### src/rtl/fifo_read_packer_pkg.sv
// Shared defaults, types and helpers for the FIFO read-side packer.
package fifo_read_packer_pkg;

  localparam int DATA_SIZE_DEF  = 8;
  localparam int PACK_RATIO_DEF = 4;
  localparam int TIMEOUT_DEF    = 16;
  localparam int WORD_W         = DATA_SIZE_DEF * PACK_RATIO_DEF;

  typedef logic [PACK_RATIO_DEF-1:0] keep_t;

  // Low-order mask with n ones: the lanes filled so far in a partial word.
  function automatic logic [31:0] keep_mask(input int n);
    return (32'd1 << n) - 32'd1;
  endfunction

endpackage

### src/rtl/fifo_read_packer_pack_idle_timer.sv
// Counts consecutive idle cycles of a partly filled word; saturates at TIMEOUT.
module pack_idle_timer #(
  parameter int TIMEOUT = 16
) (
  input  logic clk,
  input  logic rst,
  input  logic run,
  input  logic clear,
  output logic expired
);

  localparam int IW = $clog2(TIMEOUT + 1);
  localparam logic [IW-1:0] LIMIT = IW'(TIMEOUT);

  logic [IW-1:0] idle_q, idle_d;

  // Clear wins over counting; the count holds once it reaches the limit.
  always_comb begin
    idle_d = idle_q;
    if (clear) begin
      idle_d = '0;
    end else if (run && (idle_q != LIMIT)) begin
      idle_d = idle_q + 1'b1;
    end
  end

  // Idle counter register.
  always_ff @(posedge clk) begin
    if (rst) begin
      idle_q <= '0;
    end else begin
      idle_q <= idle_d;
    end
  end

  assign expired = (idle_q == LIMIT);

endmodule

### src/rtl/fifo_read_packer.sv
// Pops FIFO entries and packs PACK_RATIO of them LSB-first into one output
// word on a valid/ready interface; partial words leave on idle timeout or flush.
module fifo_read_packer
  import fifo_read_packer_pkg::*;
#(
  parameter int DATA_SIZE  = DATA_SIZE_DEF,
  parameter int PACK_RATIO = PACK_RATIO_DEF,
  parameter int TIMEOUT    = TIMEOUT_DEF
) (
  input  logic                            rclk,
  input  logic                            rrst,
  input  logic [DATA_SIZE-1:0]            rData,
  input  logic                            rEmpty,
  output logic                            rinc,
  input  logic                            flush,
  output logic [DATA_SIZE*PACK_RATIO-1:0] out_data,
  output logic [PACK_RATIO-1:0]           out_keep,
  output logic                            out_valid,
  input  logic                            out_ready
);

  localparam int CW = $clog2(PACK_RATIO);
  localparam int OW = DATA_SIZE * PACK_RATIO;
  localparam logic [CW-1:0] LAST = CW'(PACK_RATIO - 1);

  logic [DATA_SIZE-1:0]  lane_q [PACK_RATIO-1];
  logic [CW-1:0]         cnt_q, cnt_d;
  logic                  flush_pend_q, flush_pend_d;
  logic                  out_valid_q, out_valid_d;
  logic [OW-1:0]         out_data_q, out_data_d;
  logic [PACK_RATIO-1:0] out_keep_q, out_keep_d;
  logic [OW-1:0]         full_w, part_w;
  logic                  slot_free, pop, emit, expired;

  // The output register can take a new word if empty or draining this cycle.
  // out_ready reaches rinc combinationally so a full word can move every cycle.
  assign slot_free = !out_valid_q || out_ready;
  assign pop       = !rrst && !rEmpty && !flush_pend_q && ((cnt_q < LAST) || slot_free);
  assign emit      = flush_pend_q && slot_free;
  assign rinc      = pop;

  pack_idle_timer #(
    .TIMEOUT (TIMEOUT)
  ) u_idle (
    .clk     (rclk),
    .rst     (rrst),
    .run     ((cnt_q != '0) && !pop),
    .clear   (pop || emit || (cnt_q == '0)),
    .expired (expired)
  );

  // Candidate output words: complete (head entry as top lane) and partial (zero-filled above cnt).
  always_comb begin
    full_w = '0;
    part_w = '0;
    for (int i = 0; i < PACK_RATIO - 1; i++) begin
      full_w[i*DATA_SIZE +: DATA_SIZE] = lane_q[i];
      if (CW'(i) < cnt_q) begin
        part_w[i*DATA_SIZE +: DATA_SIZE] = lane_q[i];
      end
    end
    full_w[(PACK_RATIO-1)*DATA_SIZE +: DATA_SIZE] = rData;
  end

  // Next state: pop into a lane or complete a word, otherwise emit a pending partial.
  always_comb begin
    cnt_d        = cnt_q;
    flush_pend_d = flush_pend_q;
    out_valid_d  = out_valid_q && !out_ready;
    out_data_d   = out_data_q;
    out_keep_d   = out_keep_q;
    if (pop) begin
      if (cnt_q == LAST) begin
        out_data_d  = full_w;
        out_keep_d  = '1;
        out_valid_d = 1'b1;
        cnt_d       = '0;
      end else begin
        cnt_d = cnt_q + 1'b1;
      end
    end else if (emit) begin
      out_data_d   = part_w;
      out_keep_d   = PACK_RATIO'(keep_mask(int'(cnt_q)));
      out_valid_d  = 1'b1;
      cnt_d        = '0;
      flush_pend_d = 1'b0;
    end
    // A flush or timeout applies to the count after this cycle's pop.
    if (!flush_pend_q && (flush || expired) && (cnt_d != '0)) begin
      flush_pend_d = 1'b1;
    end
  end

  // Control and output registers.
  always_ff @(posedge rclk) begin
    if (rrst) begin
      cnt_q        <= '0;
      flush_pend_q <= 1'b0;
      out_valid_q  <= 1'b0;
      out_data_q   <= '0;
      out_keep_q   <= '0;
    end else begin
      cnt_q        <= cnt_d;
      flush_pend_q <= flush_pend_d;
      out_valid_q  <= out_valid_d;
      out_data_q   <= out_data_d;
      out_keep_q   <= out_keep_d;
    end
  end

  // Lane register file; only lanes below the top are stored.
  always_ff @(posedge rclk) begin
    for (int i = 0; i < PACK_RATIO - 1; i++) begin
      if (pop && (cnt_q == CW'(i))) begin
        lane_q[i] <= rData;
      end
    end
  end

  assign out_data  = out_data_q;
  assign out_keep  = out_keep_q;
  assign out_valid = out_valid_q;

endmodule

### config.mk
export PLATFORM = sky130hd
export DESIGN_NAME = fifo_read_packer
export DESIGN_NICKNAME = d
export VERILOG_FILES = /design/src/rtl/fifo_read_packer_pkg.sv /design/src/rtl/fifo_read_packer_pack_idle_timer.sv /design/src/rtl/fifo_read_packer.sv
export SDC_FILE = /design/constraint.sdc
export NUM_CORES = 1
export LEC_CHECK = 0
export BUFFER_PORTS_ARGS = -buffer_cell sky130_fd_sc_hd__buf_4
export CAP_MARGIN = 10
export CORE_ASPECT_RATIO = 1.5
export CORE_MARGIN = 1
export CORE_UTILIZATION = 40
export DETAILED_ROUTE_END_ITERATION = 10
export SYNTH_ARGS = -nofsm -noshare
export SYNTH_HDL_FRONTEND = slang
export SYNTH_SLANG_ARGS = --single-unit
### constraint.sdc
create_clock -name rclk -period 4 [get_ports rclk]
set_input_delay 0.4 -clock rclk [delete_from_list [all_inputs] [get_ports rclk]]
set_output_delay 0.4 -clock rclk [all_outputs]
set_load 0.01 [all_outputs]
==> results.yml <==
timing:
  achievable-frequency_mhz: 453
  timing.final.hold_violations: 0
  timing.slew.headroom_pct: 27.6
  report.final.setup_viol: 0
  min_tclk_post_route_ns: 2.21
  timing.final.crit_share_pct: 55.1
  fin_ws_ns: 1.79
  worst-slew-pin-transition_ns: 1.09
  clock_skew_ns: 0.00659
  timing_max_transition_violations_final: 0
  setup_tns_ns: 0
  rsz0062_at_grt: "false"
clocking:
  tritoncts.num_buffers: 9
  clockBufferDepth: 2
  cts-htree-levels: 3
  tritoncts: "yes"
  cts_root_buf: "clkbuf_8"
  cts_num_sinks: 69
  clk_latency_ns: 0.34
  cts.clk_slew.worst_paths_ns: 0.07
  postCtsHoldBufs: 0
  post_cts.repair.setup_buffers: 0
  cts_resized: 0
finish:
  syn2layout_area_growth_pct: 24.9
  nFillCells: 535
  final_net_count: 260
  num_antenna_cells: 0
  drive_gt1_share_pct: 29.4
pwr:
  power.ir.vdd_worst_v: 0.000256
  cellLeakagePower_nw: 1.22
  power.density_nw_per_um2: 444
hold_path:
  hp-class: "input pin to register"
worst_setup_path:
  worst-setup-path-type: "register to register"
  arrival_time_of_data_at_the_critical_path_endpoint_ns: 2.48
  data_required_time_at_the_worst_endpoint_ns: 4.28
  worst_setup_path_start_kind: "register"
  reg2reg_slack_ns: 1.79
  critPathTopFamily: "simple AND/OR/NAND/NOR gates"
  crit_buf_inv: 0
  critical_path.slowest_cell: "nor2_2"
  timing.critical_path.to_type: "register"
  worst-path-max-fanout: 28
  cp_cell_sequence: "ha_1 > nor3b_1 > o21a_1 > nor2_2 > a22o_1"
  crit_path_max_incr_delay_ns: 0.82
detailed_routing:
  drt_first_pass_iters: 4
  totalWireLength_mm: 4.80
  initialDrtViolationCount: 98
  drc_errors: 0
  drt-wirelength-per-cell_um: 15.2
  post_drt_via_cell_ratio: 5.02
  antenna_nets_post_route: 0
  route.vias.total: 1591
logic_synthesis:
  ys_async_sr_fraction_pct: 0
  syn-instance-count: 185
  syn_area_per_cell_um2: 13.4
  syn-num-nets: 205
  ys.warnings.count: 0
  synth_edf_count: 24
  yosys.cell_types.count: 39
  synth.ff_latch_count: 69
  synth_seq_area_share_pct: 65.2
  synth.cell_area_um2: 2490
  ys_dominant_reg_cell: "dfxtp_1"
global_route:
  first_global_vias: 1583
  total_gr_overflow: 0
  grt_antenna_before_repair: 0
  globalRouteTotalUtil_pct: 16.3
  grt_first_pass_wirelength_mm: 7.66
  grt_max_degree: 29
placement:
  placement.io_buffers: 50
  gp_congestion: 0.762
  place_worst_setup_slack_ns: 1.78
  dp.final_hpwl_mm: 3.53
outcome:
  run_status: "completed"
die:
  die-width_um: 66.4
  fp.dieH_um: 98.6
  dieArea_um2: 6540
  design.portCount: 51
  initial_utilization_pct: 42.0
  core_um2: 5910
  num_rows: 34
flow_run:
  max_cap_violations: 0
[worst register-to-register path, stage by stage, from the launching register on]
cell and delay (ns):
dfxtp_1 0.36, ha_1 0.30, nor3b_1 0.18, o21a_1 0.21, nor2_2 0.82, a22o_1 0.28
[synth_stat cells, types with 2 or more instances]
cell / number / area share [%]
dfxtp_1: 45 / 36
a22o_1: 28 / 9.9
edfxtp_1: 24 / 29
nor2_1: 15 / 2.3
ha_1: 7 / 3.5
inv_1: 6 / 0.91
a21oi_1: 5 / 1.0
nand2b_1: 5 / 1.3
a22oi_1: 4 / 1.2
nand2_1: 4 / 0.60
a21oi_4: 3 / 2.0
and2_1: 3 / 0.75
xor2_1: 3 / 1.1
a311oi_1: 2 / 0.70
buf_4: 2 / 0.60
clkbuf_1: 2 / 0.30
nand3_1: 2 / 0.40
nor3_1: 2 / 0.40
o21ai_0: 2 / 0.40
or3_4: 2 / 0.91
[power by group]
| group | switching [W] | internal (W) | leakage, nW |
|---|---|---|---|
| combinational | 0.0000488 | 0.0000324 | 0.544 |
| sequential | 0.0000103 | 0.000740 | 0.582 |
| clock | 0.000258 | 0.000290 | 0.0975 |
| total | 0.000317 | 0.00106 | 1.22 |
[cell families (layout without fill, tap and decap cells)]
group           count (synthesis)  count (layout)  share of synthesized area (%)
compound gates                 53              53                           18.1
xor+xnor                        4               4                           1.41
fa+ha+maj                       7               7                           3.52
buf+inv                        12              72                           2.47
flops                          69              69                           65.2
mux                             1               1                          0.403
simple gates                   39              39                           8.91
[stage by stage]
step                      utilization (%)  area [µm²]  instances  hold slack, ns  total power (W)
after floorplan                         -        2490        185           0.436         0.000815
final                                52.5        3110        317           0.278          0.00138
after global routing                 52.5        3110        317           0.263          0.00143
after detailed placement             49.3        2910        301           0.443         0.000849
after CTS                            52.5        3110        317           0.266          0.00139
after global placement               49.3        2910        301           0.437         0.000849
[worst paths after layout]
check                                        startpoint                         to  cells after the start
worst min-delay path                           rData[1]    lane_q[0][17]$_DFFE_PP_                      1
worst min register to register  lane_q[0][14]$_DFFE_PP_  out_data[14]$_SDFFE_PP0P_                      1
worst max register to register      cnt_q[0]$_SDFF_PP0_  out_data[15]$_SDFFE_PP0P_                      5
worst max-delay path                cnt_q[0]$_SDFF_PP0_  out_data[15]$_SDFFE_PP0P_                      5
[metal layers]
metal | share of wire [%] | track usage [%]
met1 | 39 | 17.4
met2 | 54 | 28.6
met3 | 5.6 | 4.40
met4 | 1.7 | 7.86
met5 | 0 | 0
[cells in the final DEF (no fill, tap or decap), drive strengths merged]
cell type  count
buf           50
dfxtp         45
a22o          28
edfxtp        24
nor2          16
clkbuf        11
a21oi          9
ha             7
inv            6
nand2b         5
a22oi          4
nand2          4
clkinv         4
and2           3
xor2           3
nor3           3
or3            2
o21ai          2
nand3          2
a311oi         2
and2b          1
nor3b          1
o21a           1
a211o          1
nand3b         1
mux2i          1
o22a           1
and4bb         1
o31ai          1
a31oi          1
a21o           1
o31a           1
xnor2          1
a32oi          1
bufinv         1
[layout make-up]
cell class	instances	area, µm²	share of cell area (%)
clock buffers	11	131	4.23
flip-flops and latches	69	1620	52.2
inverters	6	22.5	0.725
repair buffers	50	375	12.1
well taps	72	90.1	2.90
clock inverters	5	61.3	1.97
multi-input cells	104	803	25.9
[sequential cells by signal (all words and copies together) (netlist names)]
name and count:
out_data 32, lane_q 24, cnt_q 2, out_valid 1
out_keep 4, u_idle.idle_q 5, flush_pend_q 1
Note: power is estimated with default switching activity, not from simulation.
